**src/rtl/bias_fetch_ctrl_pkg.sv**
```systemverilog
// Shared constants for the bias fetch sequencer: bias word width, ROM size, FSM encodings.
// No logic; no latency; no flow control.
// Imported by every file of the block.
package bias_fetch_ctrl_pkg;

    localparam int CNN_PARA_WIDTH = 16;
    localparam int CNN_BIAS_SIZE  = 32;

    localparam logic [1:0] BF_IDLE  = 2'd0;
    localparam logic [1:0] BF_FETCH = 2'd1;
    localparam logic [1:0] BF_DRAIN = 2'd2;
    localparam logic [1:0] BF_DONE  = 2'd3;

endpackage

```
**src/rtl/bias_sync_fifo.sv**
```systemverilog
// Small synchronous FIFO with occupancy count and synchronous flush.
// Latency: a pushed word is visible at the head the cycle after the push.
// Backpressure: push into a full FIFO and pop from an empty one are ignored; flush beats both.
module bias_sync_fifo
    import bias_fetch_ctrl_pkg::*;
#(
    parameter int WIDTH = 21,
    parameter int DEPTH = 4
) (
    input  logic                     clk,
    input  logic                     rst_n,
    input  logic                     flush,
    input  logic                     push,
    input  logic [WIDTH-1:0]         push_data,
    input  logic                     pop,
    output logic [WIDTH-1:0]         head_data,
    output logic [$clog2(DEPTH):0]   count,
    output logic                     empty
);

    localparam int AW = $clog2(DEPTH);
    localparam int CW = AW + 1;

    logic [WIDTH-1:0] mem [DEPTH];
    logic [AW-1:0]    wr_ptr;
    logic [AW-1:0]    rd_ptr;
    logic             full;
    logic             push_ok;
    logic             pop_ok;

    always_comb begin
        empty   = (count == CW'(0));
        full    = (count == CW'(DEPTH));
        push_ok = push && !full;
        pop_ok  = pop && !empty;
    end

    assign head_data = mem[rd_ptr];

    // Storage is reset too so the head reads zero straight out of reset.
    always_ff @(posedge clk or negedge rst_n) begin
        if (!rst_n) begin
            for (int i = 0; i < DEPTH; i++) begin
                mem[i] <= '0;
            end
            wr_ptr <= '0;
            rd_ptr <= '0;
            count  <= '0;
        end else if (flush) begin
            wr_ptr <= '0;
            rd_ptr <= '0;
            count  <= '0;
        end else begin
            if (push_ok) begin
                mem[wr_ptr] <= push_data;
                wr_ptr      <= wr_ptr + AW'(1);
            end
            if (pop_ok) begin
                rd_ptr <= rd_ptr + AW'(1);
            end
            case ({push_ok, pop_ok})
                2'b10:   count <= count + CW'(1);
                2'b01:   count <= count - CW'(1);
                default: count <= count;
            endcase
        end
    end

endmodule

```
**src/rtl/bias_fetch_ctrl.sv**
```systemverilog
// Bias ROM sequencer: reads ch_num consecutive words from base_addr and streams them with channel index.
// Latency: start edge -> rom_r_en next cycle -> bias_valid two edges later; one bias per cycle when ready.
// Backpressure: reads issue only while FIFO occupancy plus in-flight reads stays below FIFO_DEPTH.
module bias_fetch_ctrl
    import bias_fetch_ctrl_pkg::*;
#(
    parameter int DATA_W     = CNN_PARA_WIDTH,
    parameter int ADDR_W     = $clog2(CNN_BIAS_SIZE),
    parameter int FIFO_DEPTH = 4
) (
    input  logic              clk,
    input  logic              rst_n,
    input  logic              start,
    input  logic [ADDR_W-1:0] base_addr,
    input  logic [ADDR_W:0]   ch_num,
    input  logic              abort,
    output logic              busy,
    output logic              done,
    output logic              rom_r_en,
    output logic [ADDR_W-1:0] rom_raddr,
    input  logic [DATA_W-1:0] rom_dout,
    output logic              bias_valid,
    input  logic              bias_ready,
    output logic [DATA_W-1:0] bias_data,
    output logic [ADDR_W-1:0] bias_idx
);

    localparam int CW = $clog2(FIFO_DEPTH) + 1;
    localparam logic [ADDR_W:0] CH_MAX = {1'b1, {ADDR_W{1'b0}}};

    logic [1:0]        state;
    logic              rd_pend;
    logic [ADDR_W:0]   reads_left;
    logic [ADDR_W-1:0] next_addr;
    logic [ADDR_W-1:0] wr_idx;

    logic [ADDR_W:0]   ch_eff;
    logic              abort_act;
    logic [CW:0]       occ;
    logic              issue;
    logic              push;
    logic              pop;
    logic              drain_empty;
    logic [CW-1:0]     fifo_count;
    logic              fifo_empty;

    always_comb begin
        ch_eff      = (ch_num > CH_MAX) ? CH_MAX : ch_num;
        abort_act   = abort && (state != BF_IDLE);
        // rom_r_en and rd_pend are the (at most two) reads whose data is not yet in the FIFO.
        occ         = (CW+1)'(fifo_count) + (CW+1)'(rom_r_en) + (CW+1)'(rd_pend);
        issue       = (state == BF_FETCH) && (reads_left != '0)
                      && (occ < (CW+1)'(FIFO_DEPTH)) && !abort_act;
        push        = rd_pend && !abort_act;
        pop         = bias_valid && bias_ready && !abort_act;
        drain_empty = !rom_r_en && !rd_pend
                      && ((fifo_count == CW'(0)) || ((fifo_count == CW'(1)) && pop));
        bias_valid  = !fifo_empty;
        busy        = (state == BF_FETCH) || (state == BF_DRAIN);
        done        = (state == BF_DONE);
    end

    always_ff @(posedge clk or negedge rst_n) begin
        if (!rst_n) begin
            state      <= BF_IDLE;
            rom_r_en   <= 1'b0;
            rom_raddr  <= '0;
            rd_pend    <= 1'b0;
            reads_left <= '0;
            next_addr  <= '0;
            wr_idx     <= '0;
        end else begin
            rd_pend <= rom_r_en && !abort_act;
            if (push) begin
                wr_idx <= wr_idx + ADDR_W'(1);
            end
            case (state)
                BF_IDLE: begin
                    rom_r_en <= 1'b0;
                    if (start) begin
                        wr_idx <= '0;
                        if (ch_eff == '0) begin
                            state <= BF_DONE;
                        end else begin
                            // First read goes out straight from IDLE to meet the one-cycle start latency.
                            rom_r_en   <= 1'b1;
                            rom_raddr  <= base_addr;
                            next_addr  <= base_addr + ADDR_W'(1);
                            reads_left <= ch_eff - (ADDR_W+1)'(1);
                            state      <= (ch_eff == (ADDR_W+1)'(1)) ? BF_DRAIN : BF_FETCH;
                        end
                    end
                end
                BF_FETCH: begin
                    rom_r_en <= issue;
                    if (abort_act) begin
                        state <= BF_DONE;
                    end else if (issue) begin
                        rom_raddr  <= next_addr;
                        next_addr  <= next_addr + ADDR_W'(1);
                        reads_left <= reads_left - (ADDR_W+1)'(1);
                        if (reads_left == (ADDR_W+1)'(1)) begin
                            state <= BF_DRAIN;
                        end
                    end
                end
                BF_DRAIN: begin
                    rom_r_en <= 1'b0;
                    if (abort_act || drain_empty) begin
                        state <= BF_DONE;
                    end
                end
                default: begin
                    rom_r_en <= 1'b0;
                    state    <= BF_IDLE;
                end
            endcase
        end
    end

    bias_sync_fifo #(
        .WIDTH (DATA_W + ADDR_W),
        .DEPTH (FIFO_DEPTH)
    ) u_fifo (
        .clk       (clk),
        .rst_n     (rst_n),
        .flush     (abort_act),
        .push      (push),
        .push_data ({wr_idx, rom_dout}),
        .pop       (pop),
        .head_data ({bias_idx, bias_data}),
        .count     (fifo_count),
        .empty     (fifo_empty)
    );

endmodule

```
**config.mk**
```make
export PLATFORM = sky130hd
export DESIGN_NAME = bias_fetch_ctrl
export DESIGN_NICKNAME = d
export VERILOG_FILES = /design/src/rtl/bias_fetch_ctrl_pkg.sv /design/src/rtl/bias_sync_fifo.sv /design/src/rtl/bias_fetch_ctrl.sv
export SDC_FILE = /design/constraint.sdc
export NUM_CORES = 1
export LEC_CHECK = 0
export ABC_AREA = 1
export CORE_MARGIN = 8
export CORE_UTILIZATION = 52
export CTS_CLUSTER_SIZE = 20
export DETAILED_ROUTE_END_ITERATION = 6
export PLACE_DENSITY = 0.88
export SLEW_MARGIN = 5
export SYNTH_ARGS = -nofsm -noshare
export SYNTH_HDL_FRONTEND = slang
export SYNTH_HIERARCHICAL = 1
export SYNTH_SLANG_ARGS = --single-unit
```
**constraint.sdc**
```tcl
create_clock -name clk -period 2.5 [get_ports clk]
set_input_delay 0.375 -clock clk [delete_from_list [all_inputs] [get_ports clk]]
set_output_delay 0.375 -clock clk [all_outputs]
set_load 0.02 [all_outputs]
```
==> flow_metrics.py <==
metrics = {
    "yosys": {
        "synth_top_area_share_pct": 48.4,
        "syn_nets": 760,
        "yosysTopAreaCell": "dfrtp_1",
        "ys_top_cells_by_area": "dfrtp_1, nand2_1, o21ai_0",
        "ys_ff_latch": 116,
        "syn_area_per_cell_um2": 8.44,
        "ys_seq_area_share_pct": 48.4,
        "synthCells": 710,
        "synthesis.area_um2": 5990,
        "yosysWarnings": 6,
        "synth.distinct_cells": 32,
    },
    "timing": {
        "worstMarginPinSlew_ns": 0.539,
        "max_freq_ghz": 0.412,
        "fin_crit_ns": 2.42,
        "setup_viol": 0,
        "hold_viol_final": 0,
        "rsz0062_at_grt": "no",
        "slew_headroom_pct": 64.1,
        "final.setup.tns_ns": 0,
        "whs_ns": 0.475,
        "finClkSkew_ns": 0.00553,
        "finalCritPeriodShare_pct": 97.0,
        "slew_violations": 0,
        "setup_slack_ns": 0.0755,
    },
    "final_layout": {
        "final_common_cell": "nand2_1",
        "multi_input_area_um2": 2580,
        "insertedDiodeCount": 0,
        "drive_gt1_share_pct": 11.6,
        "design_area_um2": 7240,
        "nets": 822,
        "seqCellArea_um2": 2900,
        "area_delta_synth_final_pct": 20.8,
        "layout_common_cells": "nand2_1, dfrtp_1, inv_1",
        "n_fill_cell": 916,
    },
    "pwr": {
        "internal_power_mw": 5.65,
        "p_leak_nw": 3.61,
        "power_switching_share_pct": 40.6,
        "max-vdd-ir-drop_mv": 0.792,
        "p_seq_share_pct": 31.2,
        "power_density_nw_per_um2": 1320,
        "power.switching_mw": 3.87,
        "combPwrFrac_pct": 45.7,
        "p_clk_share_pct": 23.1,
    },
    "cts": {
        "clkTransAtPathRegs_ns": 0.05,
        "clk-insertion-delay-late_ns": 0.40,
        "htreeDepth": 4,
        "cts_buffers": 17,
        "cts_root_buf": "clkbuf_16",
        "clock-sinks": 116,
        "cts_tree": "built",
        "clockBufferDepth": 2,
    },
    "die": {
        "die_w_um": 123,
        "core_area_um2": 11300,
        "initial_core_util_pct": 52.9,
        "rows": 39,
        "dieArea_um2": 15200,
        "boundaryPins": 62,
        "dieHeight_um": 123,
    },
    "route": {
        "drt_pre_antenna_iters": 5,
        "wirelength_um": 13600,
        "viasPerCell": 5.41,
        "remaining_drc_errors": 0,
        "wl_per_cell_um": 14.6,
        "num_vias": 5017,
        "antenna_left": 0,
        "drt_iter0_markers": 538,
    },
    "flow_run": {
        "cap_violations": 0,
    },
    "grt": {
        "grt_max_degree": 56,
        "antenna_found_initial": 0,
        "grt_pass1_vias": 5005,
        "grt_pass1_wl_um": 22900,
        "grt_overflow": 0,
        "track_usage_pct": 18.8,
    },
    "placement": {
        "post-place-ws_ns": 0.0284,
        "routabilityCongestion": 0.837,
        "portBuffers": 61,
        "placed_area_um2": 6660,
        "dp_hpwl_um": 8750,
    },
    "critical_path": {
        "worst_path_largest_cell_delay_ns": 0.63,
        "timing_worst_setup_path_type": "register to output pin",
        "cp.arrival_ns": 2.05,
        "required_ns": 2.12,
        "cp_max_fo": 32,
        "end_kind": "output pin",
        "path_cells": "inv_1 -> buf_12 -> o21ai_0 -> o22ai_1 -> clkdlybuf4s50_1",
        "start_kind": "register",
        "cp_slowest_cell": "clkdlybuf4s50_1",
    },
    "outcome": {
        "status": "complete, no violations",
    },
    "min_path": {
        "hp-class": "register to register",
    },
}
## kinds of logic after synthesis
logic type                 after synthesis  share of synthesized area, %
buffers and inverters                  101                          8.71
muxes                                    1                         0.167
adders and majority gates               18                          3.88
xor gates and xnor gates                 6                         0.877
DFF                                    116                          48.4
and+or+nand+nor                        285                          20.1
AOI/OAI and AO/OA                      183                          17.8
## registers in the layout, indices dropped and copies added, names as in the netlist
signal         count
rd_pend            1
wr_idx             5
u_fifo/rd_ptr      2
rom_r_en           1
u_fifo/wr_ptr      2
rom_raddr          5
u_fifo/mem        84
u_fifo/count       3
reads_left         6
next_addr          5
state              2
## final cells by class
| type | count | share of cell area, % |
|---|---|---|
| clock buffers | 18 | 5.93 |
| clock inverters | 14 | 1.59 |
| inverters | 68 | 3.53 |
| multi-input cells | 493 | 35.7 |
| flip-flops and latches | 116 | 40.1 |
| well taps | 143 | 2.47 |
| repair buffers | 76 | 10.7 |
## cells in the mapped netlist
master     count
o21ai_1       59
o22ai_1       21
ha_1          17
nand4_2        1
mux2i_1        1
a21oi_1        7
nand2_1      178
nor2_1        66
o21bai_1       1
buf_2          6
nand2_4        6
xor2_1         3
xnor2_1        3
nand2_2        2
a21oi_4        1
o2111ai_1      1
buf_6         18
inv_1         68
nor4_1         1
a21oi_2        1
fa_1           1
nor3_1         1
a21boi_0       1
o21ai_0       64
clkbuf_1       9
dfrtp_1      116
nand4_1        6
nor2_4         2
nand3_1       20
o21ai_2       27
nor2_2         1
nor2_8         1
## path summary, 6_finish.rpt
path,startpoint,to,slack (ns),cells after the start
max reg2reg,state[0]$_DFFE_PN0P_,u_fifo/count[2]$_DFFE_PN0P_,0.20,15
min reg2reg,u_fifo/mem[42]$_DFFE_PN0P_,u_fifo/mem[42]$_DFFE_PN0P_,0.47,2
max,u_fifo/rd_ptr[0]$_DFFE_PN0P_,bias_data[15],0.08,5
max in group asynchronous,rst_n,u_fifo/mem[16]$_DFFE_PN0P_,1.31,3
min,u_fifo/mem[42]$_DFFE_PN0P_,u_fifo/mem[42]$_DFFE_PN0P_,0.47,2
min in group asynchronous,rst_n,u_fifo/mem[76]$_DFFE_PN0P_,0.49,2
## stage by stage
step           total power [mW]  util [%]  std cells
6_report                   9.52      63.9        928
5_1_grt                    10.2      63.9        928
4_1_cts                    9.57      63.7        928
3_5_place_dp               7.32      58.8        895
3_3_place_gp               7.16      58.8        895
2_1_floorplan              5.84         -        710
## critical path: cells and delay by family, from the launching register on
kind                   cells  cell delay [ns]
buffers and inverters      3             0.97
AO/OA/AOI/OAI              2             0.24
flip-flops                 1             0.42
## power by group through the flow
stage / Clock (mW) / Sequential (mW) / Combinational, mW
final: 2.20 / 2.97 / 4.35
after global routing: 2.32 / 3.05 / 4.85
after CTS: 2.23 / 2.97 / 4.37
after detailed placement: 0 / 2.98 / 4.35
after global placement: 0 / 2.95 / 4.21
after floorplan: 0 / 2.93 / 2.91
## timing repair
action,4_1_cts,5_1_grt
setup buffers,0,0
endpoints found under the setup margin,3,18
resized for setup,3,11
endpoints found under the hold margin,39,0
hold buffers,1,0
## per-layer routing
layer	vias up	global-route usage, %	routed length, um	share of wire [%]
met3	16	4.79	855	6.3
met5	-	0	0	0
li1	2438	-	-	-
met2	165	33.1	6970	51
met1	2398	22.0	5590	41
met4	0	5.64	144	1.1
(Power assumes the default switching activity.)
